--- src/rtl/chan_mux_reg_if.sv ---
// chan_mux_reg_if: channel inputs and registered output bundle for chan_mux_reg.
// Ports: Input_Data/Valid/Ready per channel, SEL/MODE, MUX_Out/Chan/Valid/Ready.
interface chan_mux_reg_if #(
    parameter int W = 8,
    parameter int N = 4
);
    localparam int SW = $clog2(N);

    logic [N*W-1:0] Input_Data;
    logic [N-1:0]   Input_Valid;
    logic [N-1:0]   Input_Ready;
    logic [SW-1:0]  SEL;
    logic           MODE;
    logic [W-1:0]   MUX_Out;
    logic [SW-1:0]  MUX_Chan;
    logic           MUX_Valid;
    logic           MUX_Ready;

    modport master (
        output Input_Data, Input_Valid, SEL, MODE, MUX_Ready,
        input  Input_Ready, MUX_Out, MUX_Chan, MUX_Valid
    );

    modport slave (
        input  Input_Data, Input_Valid, SEL, MODE, MUX_Ready,
        output Input_Ready, MUX_Out, MUX_Chan, MUX_Valid
    );
endinterface

--- src/rtl/chan_mux_reg.sv ---
// chan_mux_reg: registered N-channel W-bit mux, fixed (SEL) or round-robin.
// Ports: CLK, RST (sync, active high), bus (chan_mux_reg_if.slave).
module chan_mux_reg #(
    parameter int W = 8,
    parameter int N = 4
) (
    input logic           CLK,
    input logic           RST,
    chan_mux_reg_if.slave bus
);
    localparam int SW = $clog2(N);

    logic [W-1:0]  out_q, out_d;
    logic [SW-1:0] chan_q, chan_d;
    logic [SW-1:0] ptr_q, ptr_d;
    logic          valid_q, valid_d;

    logic          load;
    logic          gnt_vld;
    logic [SW-1:0] gnt;
    logic [SW-1:0] idx;
    logic [W-1:0]  gnt_data;
    logic [N-1:0]  ready;

    assign load = !valid_q || bus.MUX_Ready;

    always_comb begin
        gnt_vld = 1'b0;
        gnt     = '0;
        idx     = '0;
        if (bus.MODE) begin
            // Walk farthest to nearest so the first valid after ptr wins.
            for (int i = N; i >= 1; i--) begin
                idx = SW'((int'(ptr_q) + i) % N);
                if (bus.Input_Valid[idx]) begin
                    gnt_vld = 1'b1;
                    gnt     = idx;
                end
            end
        end else begin
            // Out-of-range SEL matches no channel, so no grant.
            for (int k = 0; k < N; k++) begin
                if (bus.SEL == SW'(k) && bus.Input_Valid[k]) begin
                    gnt_vld = 1'b1;
                    gnt     = SW'(k);
                end
            end
        end
    end

    always_comb begin
        gnt_data = '0;
        for (int k = 0; k < N; k++) begin
            if (gnt == SW'(k)) begin
                gnt_data = bus.Input_Data[k*W +: W];
            end
        end
    end

    always_comb begin
        ready = '0;
        if (!RST && gnt_vld && load) begin
            ready[gnt] = 1'b1;
        end
    end

    always_comb begin
        out_d   = out_q;
        chan_d  = chan_q;
        valid_d = valid_q;
        ptr_d   = ptr_q;
        if (load) begin
            if (gnt_vld) begin
                out_d   = gnt_data;
                chan_d  = gnt;
                valid_d = 1'b1;
                if (bus.MODE) begin
                    ptr_d = gnt;
                end
            end else begin
                valid_d = 1'b0;
            end
        end
    end

    always_ff @(posedge CLK) begin
        if (RST) begin
            out_q   <= '0;
            chan_q  <= '0;
            valid_q <= 1'b0;
            ptr_q   <= SW'(N - 1);
        end else begin
            out_q   <= out_d;
            chan_q  <= chan_d;
            valid_q <= valid_d;
            ptr_q   <= ptr_d;
        end
    end

    assign bus.Input_Ready = ready;
    assign bus.MUX_Out     = out_q;
    assign bus.MUX_Chan    = chan_q;
    assign bus.MUX_Valid   = valid_q;
endmodule

--- src/flat_wrapper.sv ---
// flat-port wrapper written by rule: the top's interface ports become plain ports
module chan_mux_reg_flat 
#(
    parameter int W = 8,
    parameter int N = 4
)
  (CLK, RST, bus_Input_Data, bus_Input_Valid, bus_SEL, bus_MODE, bus_MUX_Ready, bus_Input_Ready, bus_MUX_Out, bus_MUX_Chan, bus_MUX_Valid);
  chan_mux_reg_if #(.W(W), .N(N)) bus_i ();
  input logic CLK;
  input logic RST;
  input wire logic [$bits(bus_i.Input_Data)-1:0] bus_Input_Data;
  input wire logic [$bits(bus_i.Input_Valid)-1:0] bus_Input_Valid;
  input wire logic [$bits(bus_i.SEL)-1:0] bus_SEL;
  input wire logic [$bits(bus_i.MODE)-1:0] bus_MODE;
  input wire logic [$bits(bus_i.MUX_Ready)-1:0] bus_MUX_Ready;
  output wire logic [$bits(bus_i.Input_Ready)-1:0] bus_Input_Ready;
  output wire logic [$bits(bus_i.MUX_Out)-1:0] bus_MUX_Out;
  output wire logic [$bits(bus_i.MUX_Chan)-1:0] bus_MUX_Chan;
  output wire logic [$bits(bus_i.MUX_Valid)-1:0] bus_MUX_Valid;
  assign bus_i.Input_Data = bus_Input_Data;
  assign bus_i.Input_Valid = bus_Input_Valid;
  assign bus_i.SEL = bus_SEL;
  assign bus_i.MODE = bus_MODE;
  assign bus_i.MUX_Ready = bus_MUX_Ready;
  assign bus_Input_Ready = bus_i.Input_Ready;
  assign bus_MUX_Out = bus_i.MUX_Out;
  assign bus_MUX_Chan = bus_i.MUX_Chan;
  assign bus_MUX_Valid = bus_i.MUX_Valid;
  chan_mux_reg #(.W(W), .N(N)) u_core (.CLK(CLK), .RST(RST), .bus(bus_i));
endmodule
--- config.mk ---
export PLATFORM = sky130hd
export DESIGN_NAME = chan_mux_reg_flat
export DESIGN_NICKNAME = d
export VERILOG_FILES = /design/src/rtl/chan_mux_reg_if.sv /design/src/rtl/chan_mux_reg.sv /design/src/flat_wrapper.sv
export SDC_FILE = /design/constraint.sdc
export NUM_CORES = 1
export LEC_CHECK = 0
export CORE_ASPECT_RATIO = 2
export CORE_MARGIN = 2
export CORE_UTILIZATION = 39
export CTS_CLUSTER_DIAMETER = 50
export DETAILED_ROUTE_END_ITERATION = 10
export PLACE_DENSITY = 0.86
export SYNTH_ARGS = -nofsm -noshare
export SYNTH_HDL_FRONTEND = slang
export SYNTH_SLANG_ARGS = --single-unit
--- constraint.sdc ---
create_clock -name CLK -period 2.5 [get_ports CLK]
set_input_delay 0.5 -clock CLK [delete_from_list [all_inputs] [get_ports CLK]]
set_output_delay 0.5 -clock CLK [all_outputs]
set_load 0.03 [all_outputs]
==> Yosys cells after proc, flatten, opt, wreduce, memory -nomap -nowiden <==
Cells that the tools add are included.
{ "word_totals": {"word_cells": 67, "inputBits": 42, "ram_bits": 0, "regBits": 13, "mem_bits_ro": 0, "latchBits": 0, "output_inout_bits": 15, "memories": 0} }
{ "classes": {"n_bitwise": 0, "reduce_logical": 14, "eq_ne": 6, "mux": 33, "multipliers": 0, "div_mod_pow": 0, "magnitude_cmp": 6, "addsub": 4, "shift": 0} }
{ "ops": {"columns": ["cell", "count"], "rows": [
  ["two-way mux 8 bit", 4],
  ["two-way mux 1 bit", 16],
  ["< comparator 2 x 3 -> 1 bit, second input constant", 5],
  ["two-way mux 2 bit", 7],
  ["binary-select mux 1 bit (select 2 bit)", 4],
  ["== test 2 bit, second input constant", 4],
  ["logical AND 1 bit", 7],
  ["adder 2 x 1 -> 2 bit, second input constant", 2],
  ["adder 2 bit, second input constant", 2],
  ["== test 2 x 1 -> 1 bit, second input constant", 2],
  ["logical NOT 2 bit", 2],
  ["two-way mux 4 bit", 1],
  ["AND reduction 3 bit", 1],
  ["demux 1 bit (select 2 bit)", 1],
  [">= comparator 2 x 1 -> 1 bit, second input constant", 1],
  ["logical NOT 1 bit", 2],
  ["AND reduction 2 bit", 1],
  ["logical OR 1 bit", 1]
]} }

==> Logic depth before layout (Yosys ltp) <==
{ "logic_depth": {"ltp_word": 13, "ltp_mapped": 8, "depth_no_buf": 5} }

==> Least setup slack after synthesis <==
Ideal clock, no wire load.
{ "synth_path": {"kind": "input -> output", "from": "input port bus_SEL[1]", "to": "output port bus_Input_Ready[0]", "cell_stages": 5, "n_path_buf": 1, "required_time_ns": 2.000, "path_slack_ns": -0.056, "arrival_ns": 2.056, "path_cell_list": "mux4_2 mux2i_4 or3_4 buf_6 nor3_1"} }
{ "synth_between": {"elab_chain_len": 11, "elab_cells_between_ends": 25, "classes_between": "order compare: 2; eq/ne: 3; mux: 12; reduce/logical: 8"} }
{ "synth_rtl": {"columns": ["element", "line", "text"], "rows": [
  ["from (decl)", "flat_wrapper.sv:13", "input wire logic [$bits(bus_i.SEL)-1:0] bus_SEL;"],
  ["== test 2 x 1 -> 1 bit", "chan_mux_reg.sv:43", "if (bus.SEL == SW'(k) && bus.Input_Valid[k]) begin"],
  ["logical AND 1 bit", "chan_mux_reg.sv:43", null],
  ["two-way mux 1 bit", "chan_mux_reg.sv:43", null],
  ["two-way mux 2 bit (2 in series)", "chan_mux_reg.sv:43", null],
  ["two-way mux 2 bit", "chan_mux_reg.sv:31", "if (bus.MODE) begin"],
  ["< comparator 2 x 3 -> 1 bit (implied by the code) / >= comparator 2 x 1 -> 1 bit (equally long branches)", "chan_mux_reg.sv:63", "ready[gnt] = 1'b1;"],
  ["logical AND 1 bit (implied by the code)", "chan_mux_reg.sv:63", null],
  ["two-way mux 1 bit (implied by the code)", "chan_mux_reg.sv:63", null],
  ["demux 1 bit (select 2 bit)", null, null],
  ["two-way mux 4 bit *", "chan_mux_reg.sv:62", "if (!RST && gnt_vld && load) begin"],
  ["to (decl)", "flat_wrapper.sv:16", "output wire logic [$bits(bus_i.Input_Ready)-1:0] bus_Input_Ready;"]
]} }
Every way passes the cells marked *; elsewhere a longest branch is shown, timed or not.

==> Worst setup path after layout <==
{ "layout_path": {"from": "input port bus_Input_Valid[1]", "to": "output port bus_Input_Ready[3]"} }
{ "layout_between": {"elab_chain_len": 12, "elab_cells_between_ends": 33, "classes_between": "order compare: 2; mux: 27; reduce/logical: 4"} }
{ "layout_rtl": {"columns": ["element", "line", "text"], "rows": [
  ["from (decl)", "flat_wrapper.sv:12", "input wire logic [$bits(bus_i.Input_Valid)-1:0] bus_Input_Valid;"],
  ["binary-select mux 1 bit (select 2 bit)", "chan_mux_reg.sv:35", "if (bus.Input_Valid[idx]) begin"],
  ["two-way mux 1 bit (implied by the code)", "chan_mux_reg.sv:35", null],
  ["two-way mux 2 bit (4 in series)", "chan_mux_reg.sv:35", null],
  ["two-way mux 2 bit", "chan_mux_reg.sv:31", null],
  ["< comparator 2 x 3 -> 1 bit (implied by the code) / >= comparator 2 x 1 -> 1 bit (equally long branches)", "chan_mux_reg.sv:63", null],
  ["logical AND 1 bit (implied by the code)", "chan_mux_reg.sv:63", null],
  ["two-way mux 1 bit (implied by the code)", "chan_mux_reg.sv:63", null],
  ["demux 1 bit (select 2 bit)", null, null],
  ["two-way mux 4 bit *", "chan_mux_reg.sv:62", null]
]} }
Every way passes the cells marked *; elsewhere a longest branch is shown, timed or not. The select of a mux whose other input is x is not followed.

==> results.md <==
* Status: completed
* Mapped Nets at 159
* Fillers at 227
* Sequential Area at 260 um^2
* Die Width at 41.5 um
* Pre-Repair DR Iteration Count at 4
* Critical path class: in2out
* Fraction of the cycle the final worst path needs at 0.986
* Clk slew on worst S/H paths at 0.05 ns
* Vias in the first global route at 1,382
* Critical Path Source Type: input port
* Primary FF master, synth: dfxtp_1
* Synth Register Bits at 13
* Starting Density at 0.406
* Largest net degree at the start of global routing at 18
* Core Util, Final at 0.685
* Netlist Area Pre-Place at 1100 um^2
* First-iteration detailed-routing DRC count at 33
* Worst clock skew at 0.00141 ns
* Port Buf Inserts at 56
* Place WS at -0.384 ns
* Via count at 1,248
* Core area at 2700 um^2
* Leak at 0.741 nW
* Commonest non-fill, non-tap cell in the layout: clkdlybuf4s50_1
* Asr flop ratio synth at 0
* Multi-input logic area at 790 um^2
* CP Capture Type: output pin
* Worst Hold Class: reg2reg
* Syn_area_per_cell at 9.39 um^2
* Final Hold Vio Count at 0
* Least-Margin Pin Slew at 0.347 ns
* Slew Viols, Final at 0
* Slowest-stage cell, CP: or3_4
* Most frequent cells in the layout: 45 x clkdlybuf4s50_1, 26 x buf_4, 16 x and2_1, 13 x dfxtp_1, 10 x nand2_1
* Setup Fix Bufs, Post-CTS at 0
* # IOs at 57
* DR vias/cell at 5.67
* Ant diodes at 0
* CTS H-Tree Depth at 1
* Clk buf depth at 2
* Gr ovfl total at 0
* Drt total wl at 3570 um
* Root buffer selected by CTS: clkbuf_8
* CTS buffer count at 3
* TritonCTS sink count at 13
* Rel. slew slack at 0.769
* Per-cell routed wire length at 16.2 um
* Max incr delay on CP at 0.40 ns
* Row count at 27
* CTS tree: yes
* Synth Instances at 117
* Remaining antenna violation count at 0
* Post-synthesis sequential area ratio at 0.237
* Setup TNS at 0 ns
* Minimum clock period at 2.47 ns
* Tot Pwr at 0.000844 W
* Yosys warns at 0
* Share of layout cells above drive strength 1 at 0.340
* Final nets at 234
* First-pass GRT wire length at 5840 um
* # DRC at 0
* Maxcap violations at 0
* PD cells at 456 nW/um^2
* Die ar. at 3280 um^2
* CTS hold repair buffers at 0
* GPL Wtd Cong at 0.824
* Global Route Usage Sum at 0.226
* Max Freq at 406 MHz
* Yosys cell types at 38
* Die H at 79.1 um
* Area grow syn2layout at 68.6%
* Critical Path, Cell by Cell: clkdlybuf4s15_2, mux4_2, mux2i_4, or3_4, or2_4, a21oi_4, buf_6
* Post-synth EDFFs at 0
* Worst-Skew Late Latency at 0.24 ns
* CP Data Required Time at 2.00 ns
* Final instance area at 1850 um^2
* DP Wirelength at 2920 um
* RSZ-0062 raised after global routing: no
* CP max FO at 3
* Initial antenna violation count at 0
* Peak VDD IR at 0.307 mV
* Placed cell areas at 1800 um^2
* Post-route worst setup slack at 0.0339 ns
* Final setup fails at 0
* Critical path arrival at 1.97 ns
-- sequential cells by signal, indices dropped and copies added, names as in the netlist --
| signal | flops |
|---|---|
| u_core.bus.MUX_Out | 8 |
| u_core.bus.MUX_Chan | 2 |
| u_core.ptr_q | 2 |
| u_core.bus.MUX_Valid | 1 |
-- metrics by stage --
step / hold WS (ns) / instances
floorplan: 0.482 / 117
global placement: 0.444 / 216
detailed placement: 0.449 / 216
CTS: 0.461 / 220
global route: 0.500 / 220
finish: 0.459 / 220
-- cell type report --
type                       instances  share of cell area
inverter                           2             0.00405
tap                               29              0.0196
clock buffer                       4              0.0243
sequential                        13               0.141
multi-input combinational         93               0.426
timing repair buffer              79               0.385
-- path summary, 6_finish.rpt --
check | startpoint | end | slack, ns | cells past startpoint
worst min register to register | u_core.bus.MUX_Out[1] | u_core.bus.MUX_Out[1] | 0.46 | 2
worst max-delay path | bus_Input_Valid[1] | bus_Input_Ready[3] | 0.03 | 7
worst max register to register | u_core.ptr_q[1] | u_core.bus.MUX_Out[7] | 0.56 | 7
worst min-delay path | u_core.bus.MUX_Out[1] | u_core.bus.MUX_Out[1] | 0.46 | 2
-- worst max-delay path, delay by kind of cell --
kind	cells	cell delay, ns
muxes	2	0.36
AOI/OAI and AO/OA	1	0.11
buffers and inverters	2	0.33
and+or+nand+nor	2	0.66
-- cell usage after synthesis (all sizes together), types with 2 or more instances --
library cell | n | share of area
a221oi | 16 | 0.17
and2 | 16 | 0.091
dfxtp | 13 | 0.24
nand2 | 10 | 0.034
buf | 8 | 0.050
o31ai | 8 | 0.091
nor2 | 7 | 0.024
a21oi | 5 | 0.023
mux2i | 4 | 0.048
nand2b | 3 | 0.017
inv | 2 | 0.0068
nand3 | 2 | 0.014
nor2b | 2 | 0.011
o21ai | 2 | 0.0091
o21ba | 2 | 0.018
or2 | 2 | 0.011
-- kinds of logic (layout without fill, tap and decap cells) --
| kind of cell | count (synthesis) | count (layout) | share of synthesized area |
|---|---|---|---|
| compound gates | 41 | 41 | 0.384 |
| buf+inv | 11 | 85 | 0.0615 |
| flops | 13 | 13 | 0.237 |
| mux | 6 | 6 | 0.0786 |
| simple gates | 46 | 46 | 0.239 |
-- power breakdown --
group          leakage, nW  total, W  internal, W  switching [W]
clock               0.0228  0.000185     0.000112      0.0000723
combinational        0.610  0.000408     0.000208       0.000200
sequential           0.108  0.000251     0.000233      0.0000180
-- layer usage --
metal,up-vias,GRT usage,part of all wire,wire [um]
met2,56,0.455,0.59,2120
li1,594,-,-,-
met1,586,0.197,0.33,1170
met3,12,0.0295,0.045,159
met5,-,0,0,0
met4,0,0.135,0.033,119
-- timing repair --
item                                    in CTS  in global routing
gates resized for setup                     26                  2
endpoints found under the hold margin        0                  0
pin swaps                                    2                  1
endpoints found under the setup margin       4                  2
gates cloned                                 0                  0
(Power assumes the default switching activity.)
